**src/rtl/riscv_pkg.sv**
```systemverilog
// Shared types for the MEM-stage load/store unit: control bundle, FSM states,
// funct3 encodings and the alignment rule.
package riscv_pkg;

    typedef struct packed {
        logic       mem_read;
        logic       mem_write;
        logic [2:0] funct3;
    } ctrl_signals_t;

    typedef enum logic [1:0] {
        IDLE,
        REQ,
        WAIT_RVALID,
        DONE
    } lsu_state_e;

    localparam logic [2:0] F3_LB  = 3'b000;
    localparam logic [2:0] F3_LH  = 3'b001;
    localparam logic [2:0] F3_LW  = 3'b010;
    localparam logic [2:0] F3_LBU = 3'b100;
    localparam logic [2:0] F3_LHU = 3'b101;
    localparam logic [2:0] F3_SB  = 3'b000;
    localparam logic [2:0] F3_SH  = 3'b001;
    localparam logic [2:0] F3_SW  = 3'b010;

    // Store encodings alias the signed loads, so one rule covers both.
    function automatic logic is_misaligned(input logic [2:0] funct3, input logic [1:0] offset);
        case (funct3)
            F3_LH, F3_LHU: return offset[0];
            F3_LW:         return offset != 2'b00;
            default:       return 1'b0;
        endcase
    endfunction

endpackage

```
**src/rtl/lsu_load_align.sv**
```systemverilog
// Picks the addressed byte/halfword out of a bus word and sign- or
// zero-extends it according to the load funct3.
module lsu_load_align
    import riscv_pkg::*;
(
    input  logic [2:0]  funct3,
    input  logic [1:0]  offset,
    input  logic [31:0] rdata,
    output logic [31:0] data
);

    logic [7:0]  byte_lane;
    logic [15:0] half_lane;

    // NOTE: every output of a combinational block gets a default first so no path infers a latch.
    always_comb begin
        byte_lane = rdata[7:0];
        case (offset)
            2'd1:    byte_lane = rdata[15:8];
            2'd2:    byte_lane = rdata[23:16];
            2'd3:    byte_lane = rdata[31:24];
            default: byte_lane = rdata[7:0];
        endcase
        half_lane = offset[1] ? rdata[31:16] : rdata[15:0];

        data = '0;
        case (funct3)
            F3_LB:   data = {{24{byte_lane[7]}}, byte_lane};
            F3_LH:   data = {{16{half_lane[15]}}, half_lane};
            F3_LW:   data = rdata;
            F3_LBU:  data = {24'h0, byte_lane};
            F3_LHU:  data = {16'h0, half_lane};
            default: data = '0;
        endcase
    end

endmodule

```
**src/rtl/load_store_unit.sv**
```systemverilog
// MEM-stage load/store unit: issues one req/gnt/rvalid bus transaction per
// aligned memory op, stalls the pipeline until it completes, and times out hung accesses.
module load_store_unit
    import riscv_pkg::*;
#(
    parameter int TIMEOUT_CYCLES = 256
) (
    input  logic          clk,
    input  logic          rst,
    input  logic          valid_in,
    input  ctrl_signals_t ctrl_in,
    input  logic [31:0]   alu_result_in,
    input  logic [31:0]   store_data_in,
    output logic          stall_out,
    output logic [31:0]   mem_data_out,
    output logic          misaligned_out,
    output logic          bus_err_out,
    output logic          dmem_req,
    output logic          dmem_we,
    output logic [31:0]   dmem_addr,
    output logic [3:0]    dmem_be,
    output logic [31:0]   dmem_wdata,
    input  logic          dmem_gnt,
    input  logic          dmem_rvalid,
    input  logic [31:0]   dmem_rdata
);

    // Headroom for the counter to run one past the limit while leaving WAIT_RVALID.
    localparam int              CNT_W    = $clog2(TIMEOUT_CYCLES + 2);
    localparam logic [CNT_W-1:0] CNT_LAST = CNT_W'(TIMEOUT_CYCLES - 1);

    lsu_state_e       state, state_next;
    logic [CNT_W-1:0] cnt;
    logic [2:0]       funct3_q;
    logic [1:0]       offset_q;
    logic             mem_op, misaligned, issue, timed_out, load_done, fire_err;
    logic [3:0]       be_next;
    logic [31:0]      wdata_next, load_data;

    assign mem_op         = valid_in & (ctrl_in.mem_read | ctrl_in.mem_write);
    assign misaligned     = is_misaligned(ctrl_in.funct3, alu_result_in[1:0]);
    assign misaligned_out = mem_op & misaligned;
    assign issue          = mem_op & ~misaligned;
    assign timed_out      = cnt >= CNT_LAST;
    assign dmem_req       = (state == REQ);

    always_comb begin
        be_next    = 4'hF;
        wdata_next = store_data_in;
        case (ctrl_in.funct3[1:0])
            2'b00: begin
                be_next    = 4'b0001 << alu_result_in[1:0];
                wdata_next = {4{store_data_in[7:0]}};
            end
            2'b01: begin
                be_next    = 4'b0011 << alu_result_in[1:0];
                wdata_next = {2{store_data_in[15:0]}};
            end
            default: ;
        endcase
    end

    // Bus completion wins over a timeout that lands in the same cycle.
    always_comb begin
        state_next = state;
        stall_out  = 1'b0;
        load_done  = 1'b0;
        fire_err   = 1'b0;
        case (state)
            IDLE: begin
                if (issue) begin
                    stall_out  = 1'b1;
                    state_next = REQ;
                end
            end
            REQ: begin
                stall_out = 1'b1;
                if (dmem_gnt) begin
                    state_next = dmem_we ? DONE : WAIT_RVALID;
                end else if (timed_out) begin
                    state_next = DONE;
                    fire_err   = 1'b1;
                end
            end
            WAIT_RVALID: begin
                stall_out = 1'b1;
                if (dmem_rvalid) begin
                    state_next = DONE;
                    load_done  = 1'b1;
                end else if (timed_out) begin
                    state_next = DONE;
                    fire_err   = 1'b1;
                end
            end
            default: state_next = IDLE;
        endcase
    end

    // NOTE: sequential state uses non-blocking assignments so every register samples pre-edge values.
    always_ff @(posedge clk or posedge rst) begin
        if (rst) begin
            state <= IDLE;
        end else begin
            state <= state_next;
        end
    end

    always_ff @(posedge clk or posedge rst) begin
        if (rst) begin
            cnt          <= '0;
            dmem_we      <= 1'b0;
            dmem_addr    <= '0;
            dmem_be      <= '0;
            dmem_wdata   <= '0;
            funct3_q     <= '0;
            offset_q     <= '0;
            mem_data_out <= '0;
            bus_err_out  <= 1'b0;
        end else begin
            bus_err_out <= fire_err;
            if (state == IDLE && issue) begin
                cnt        <= '0;
                dmem_we    <= ctrl_in.mem_write;
                dmem_addr  <= {alu_result_in[31:2], 2'b00};
                dmem_be    <= be_next;
                dmem_wdata <= wdata_next;
                funct3_q   <= ctrl_in.funct3;
                offset_q   <= alu_result_in[1:0];
            end else if (state == REQ || state == WAIT_RVALID) begin
                cnt <= cnt + 1'b1;
            end
            if (load_done) begin
                mem_data_out <= load_data;
            end else if (fire_err) begin
                mem_data_out <= '0;
            end
        end
    end

    lsu_load_align u_align (
        .funct3 (funct3_q),
        .offset (offset_q),
        .rdata  (dmem_rdata),
        .data   (load_data)
    );

endmodule

```
**config.mk**
```make
export PLATFORM = sky130hd
export DESIGN_NAME = load_store_unit
export DESIGN_NICKNAME = d
export VERILOG_FILES = /design/src/rtl/riscv_pkg.sv /design/src/rtl/lsu_load_align.sv /design/src/rtl/load_store_unit.sv
export SDC_FILE = /design/constraint.sdc
export NUM_CORES = 1
export LEC_CHECK = 0
export ABC_AREA = 1
export BUFFER_PORTS_ARGS = -buffer_cell sky130_fd_sc_hd__buf_2
export CORE_MARGIN = 4
export CORE_UTILIZATION = 50
export CTS_BUF_LIST = sky130_fd_sc_hd__clkbuf_8 sky130_fd_sc_hd__clkbuf_16
export DETAILED_ROUTE_END_ITERATION = 16
export GPL_TIMING_DRIVEN = 0
export PLACE_DENSITY = 0.8
export SLEW_MARGIN = 20
export SYNTH_ARGS = -nofsm -noshare
export SYNTH_HDL_FRONTEND = slang
export SYNTH_SLANG_ARGS = --single-unit
```
**constraint.sdc**
```tcl
create_clock -name clk -period 4.6 [get_ports clk]
set_clock_uncertainty 0.1 [all_clocks]
set_input_delay 0.23 -clock clk [delete_from_list [all_inputs] [get_ports clk]]
set_output_delay 0.23 -clock clk [all_outputs]
set_load 0.02 [all_outputs]
```
==> flow_summary.toml <==
[run_status]
status = "complete, no violations"

[die]
rows = 39
io_pins = 211
die_width_um = 117
fp.dieArea_mm2 = 0.0136
core-area_mm2 = 0.0115
initial_utilization = 0.514
die_h_um = 117

[cells_and_area]
fillCellCount = 918
diodes = 0
fin_area_mm2 = 0.00805
syn_to_final_growth_pct = 36.5
final_util = 0.702
regArea_mm2 = 0.00290
multi_input_area_mm2 = 0.00235
finalNetCount = 1161
drive_gt1_frac = 0.261

[grt]
antenna_found_initial = 0
grt_max_degree = 69
track_usage = 0.278
grt_pass1_wl_um = 29300
overflow = 0
grt_pass1_vias = 6061

[synth]
synth.area.top_cells = "dfrtp_1, nand2_1, o21ai_0, inv_1, nand3_1"
synth_cell_types = 32
yosysWarnings = 0
yosys-top-cells-count = "nand2_1, dfrtp_1, inv_1, o21ai_0, nand3_1"
yosysSeqAreaShare = 0.492
synth_cells = 786
synth_edf_count = 0
yosysMostFrequentCell = "nand2_1"
asyncSetResetFlopFracSynth = 1.00
synth_top_area_share = 0.492
synthesis.area_mm2 = 0.00589
synthFlopType = "dfrtp_1"
ys_seq_elements = 116
syn_avg_cell_area_um2 = 7.50
yosys.area.top_type = "dfrtp_1"

[job]
maxCapViolCount = 0

[clocking]
cts_inserted_buffers = 17
cts_max_level = 4
cts_tree = "done"
clock_sinks = 116
clock-root-buffer = "clkbuf_16"
cts.reportedPaths.clkPinSlew_ns = 0.05
cts_resized = 0
clockBufferDepth = 2
insertion_delay_ns = 0.42

[route]
route.vias.total = 6148
antenna_left = 0
drcViolationCount = 0
routed_wl_um = 18400
wire_per_inst_um = 15.3
firstDrtPassIters = 5
via_per_inst = 5.11
drtIter0Drc = 366

[placement]
dp_hpwl_um = 12900
placed_area_mm2 = 0.00715
gp_congestion = 0.877
port_buffers = 208

[sta]
rsz0062_at_grt = "no"
worst_slew_pin_slew_ns = 0.604
period_share = 0.536
setup_tns_ns = 0
setup_violations = 0
maxSlewHeadroom = 0.598
fmax_ghz = 0.406
finalMaxSlewViolations = 0
hold_viol = 0
period_minus_slack_ns = 2.46

[hold_path]
hold_path.class = "input port to register"

[pwr]
ir_worst_vdd_v = 0.000447
p_per_area_mw_per_mm2 = 668
p_leak_uw = 0.00467

[worst_setup_path]
crit_type = "register to primary output"
required_ns = 4.27
endpoint_kind = "primary output"
critPathLaunchType = "register"
arrival_ns = 2.13
cp_max_fo = 10
==> final cells by class <==
class                      count  area share
clock buffer                  18      0.0546
buffer                        38      0.0281
timing repair buffer         243       0.175
clock inverter                12      0.0145
tap                          143      0.0222
inverter                     111      0.0524
multi-input combinational    522       0.292
sequential                   116       0.361
==> per-layer routing <==
layer,part of all wire,vias to the layer above,GRT usage
li1,-,2982,-
met1,0.39,2807,0.337
met2,0.46,289,0.445
met3,0.10,70,0.0917
met4,0.040,0,0.142
met5,0,-,0
==> repair_timing <==
item / 4_1_cts / 5_1_grt
hold endpoints to repair: 100 / 0
hold buffers: 34 / 0
setup endpoints to repair: 0 / 0
buffers inserted: 0 / 0
==> cells by family after synthesis <==
family	after synthesis	share of synthesized area
xor+xnor	1	0.00149
compound gates	142	0.122
fa+ha+maj	6	0.0127
other cells	1	0.000636
simple gates	371	0.261
buf+inv	149	0.109
flops	116	0.492
==> state kept, by name, summed over array words and instances, names as in the netlist <==
signal and cells:
funct3_q 3, dmem_be 4, dmem_we 1, dmem_wdata 32, state 2, cnt 9
mem_data_out 32, bus_err_out 1, dmem_addr 30, offset_q 2
==> report_power, final <==
| group | internal (uW) | total (uW) | switching (uW) | leakage, uW |
|---|---|---|---|---|
| Combinational | 783 | 2350 | 1570 | 0.00292 |
| Sequential | 1480 | 1770 | 286 | 0.00148 |
| Clock | 794 | 1260 | 466 | 0.000274 |
==> stage by stage <==
| step | setup slack (ns) | hold slack, ns | std cells | power, uW |
|---|---|---|---|---|
| floorplan | 1.20 | 0.260 | 787 | 3240 |
| global placement | -0.0849 | 0.362 | 1138 | 3990 |
| detailed placement | 2.57 | 0.265 | 1139 | 4060 |
| finish | 2.14 | 0.0127 | 1203 | 5380 |
| global route | 2.01 | 0.0259 | 1203 | 5730 |
| CTS | 2.12 | 0.00282 | 1203 | 5340 |
==> worst paths after layout <==
path	from	end	slack, ns	cells past startpoint
max in group asynchronous	rst	dmem_wdata[5]$_DFFE_PP0P_	3.39	4
min in group asynchronous	rst	mem_data_out[25]$_DFFE_PP0P_	0.35	3
setup reg to reg	state[0]$_DFFE_PP0P_	mem_data_out[6]$_DFFE_PP0P_	2.55	8
hold reg to reg	dmem_addr[8]$_DFFE_PP0P_	dmem_addr[8]$_DFFE_PP0P_	0.38	2
hold / removal	store_data_in[6]	dmem_wdata[6]$_DFFE_PP0P_	0.01	3
setup / recovery	state[0]$_DFFE_PP0P_	stall_out	2.14	7
==> placed cells by master (no fill, tap or decap), types with 2 or more instances in the layout <==
cell type | Yosys | final
a21oi_1 | 37 | 37
buf_1 | 3 | 3
buf_2 | 13 | 221
buf_4 | 4 | 4
buf_6 | 7 | 7
bufinv_16 | 0 | 2
clkbuf_1 | 11 | 11
clkbuf_16 | 0 | 17
clkinv_2 | 0 | 6
clkinvlp_4 | 0 | 3
conb_1 | 1 | 2
dfrtp_1 | 116 | 116
dlygate4sd3_1 | 0 | 34
ha_1 | 6 | 6
inv_1 | 106 | 106
inv_2 | 4 | 4
nand2_1 | 243 | 243
nand3_1 | 57 | 57
nand3b_1 | 2 | 2
nand4_1 | 2 | 2
nor2_1 | 54 | 54
nor2_4 | 3 | 3
nor3_1 | 3 | 3
o21ai_0 | 83 | 83
o21ai_1 | 18 | 18
or2_2 | 2 | 2
==> worst max-delay path, stage by stage (launching register included) <==
cell	delay [ns]
dfrtp_1	0.41
inv_1	0.11
ha_1	0.30
nand4_4	0.22
buf_6	0.22
buf_6	0.15
a21oi_1	0.13
buf_2	0.18
(Power assumes the default switching activity.)
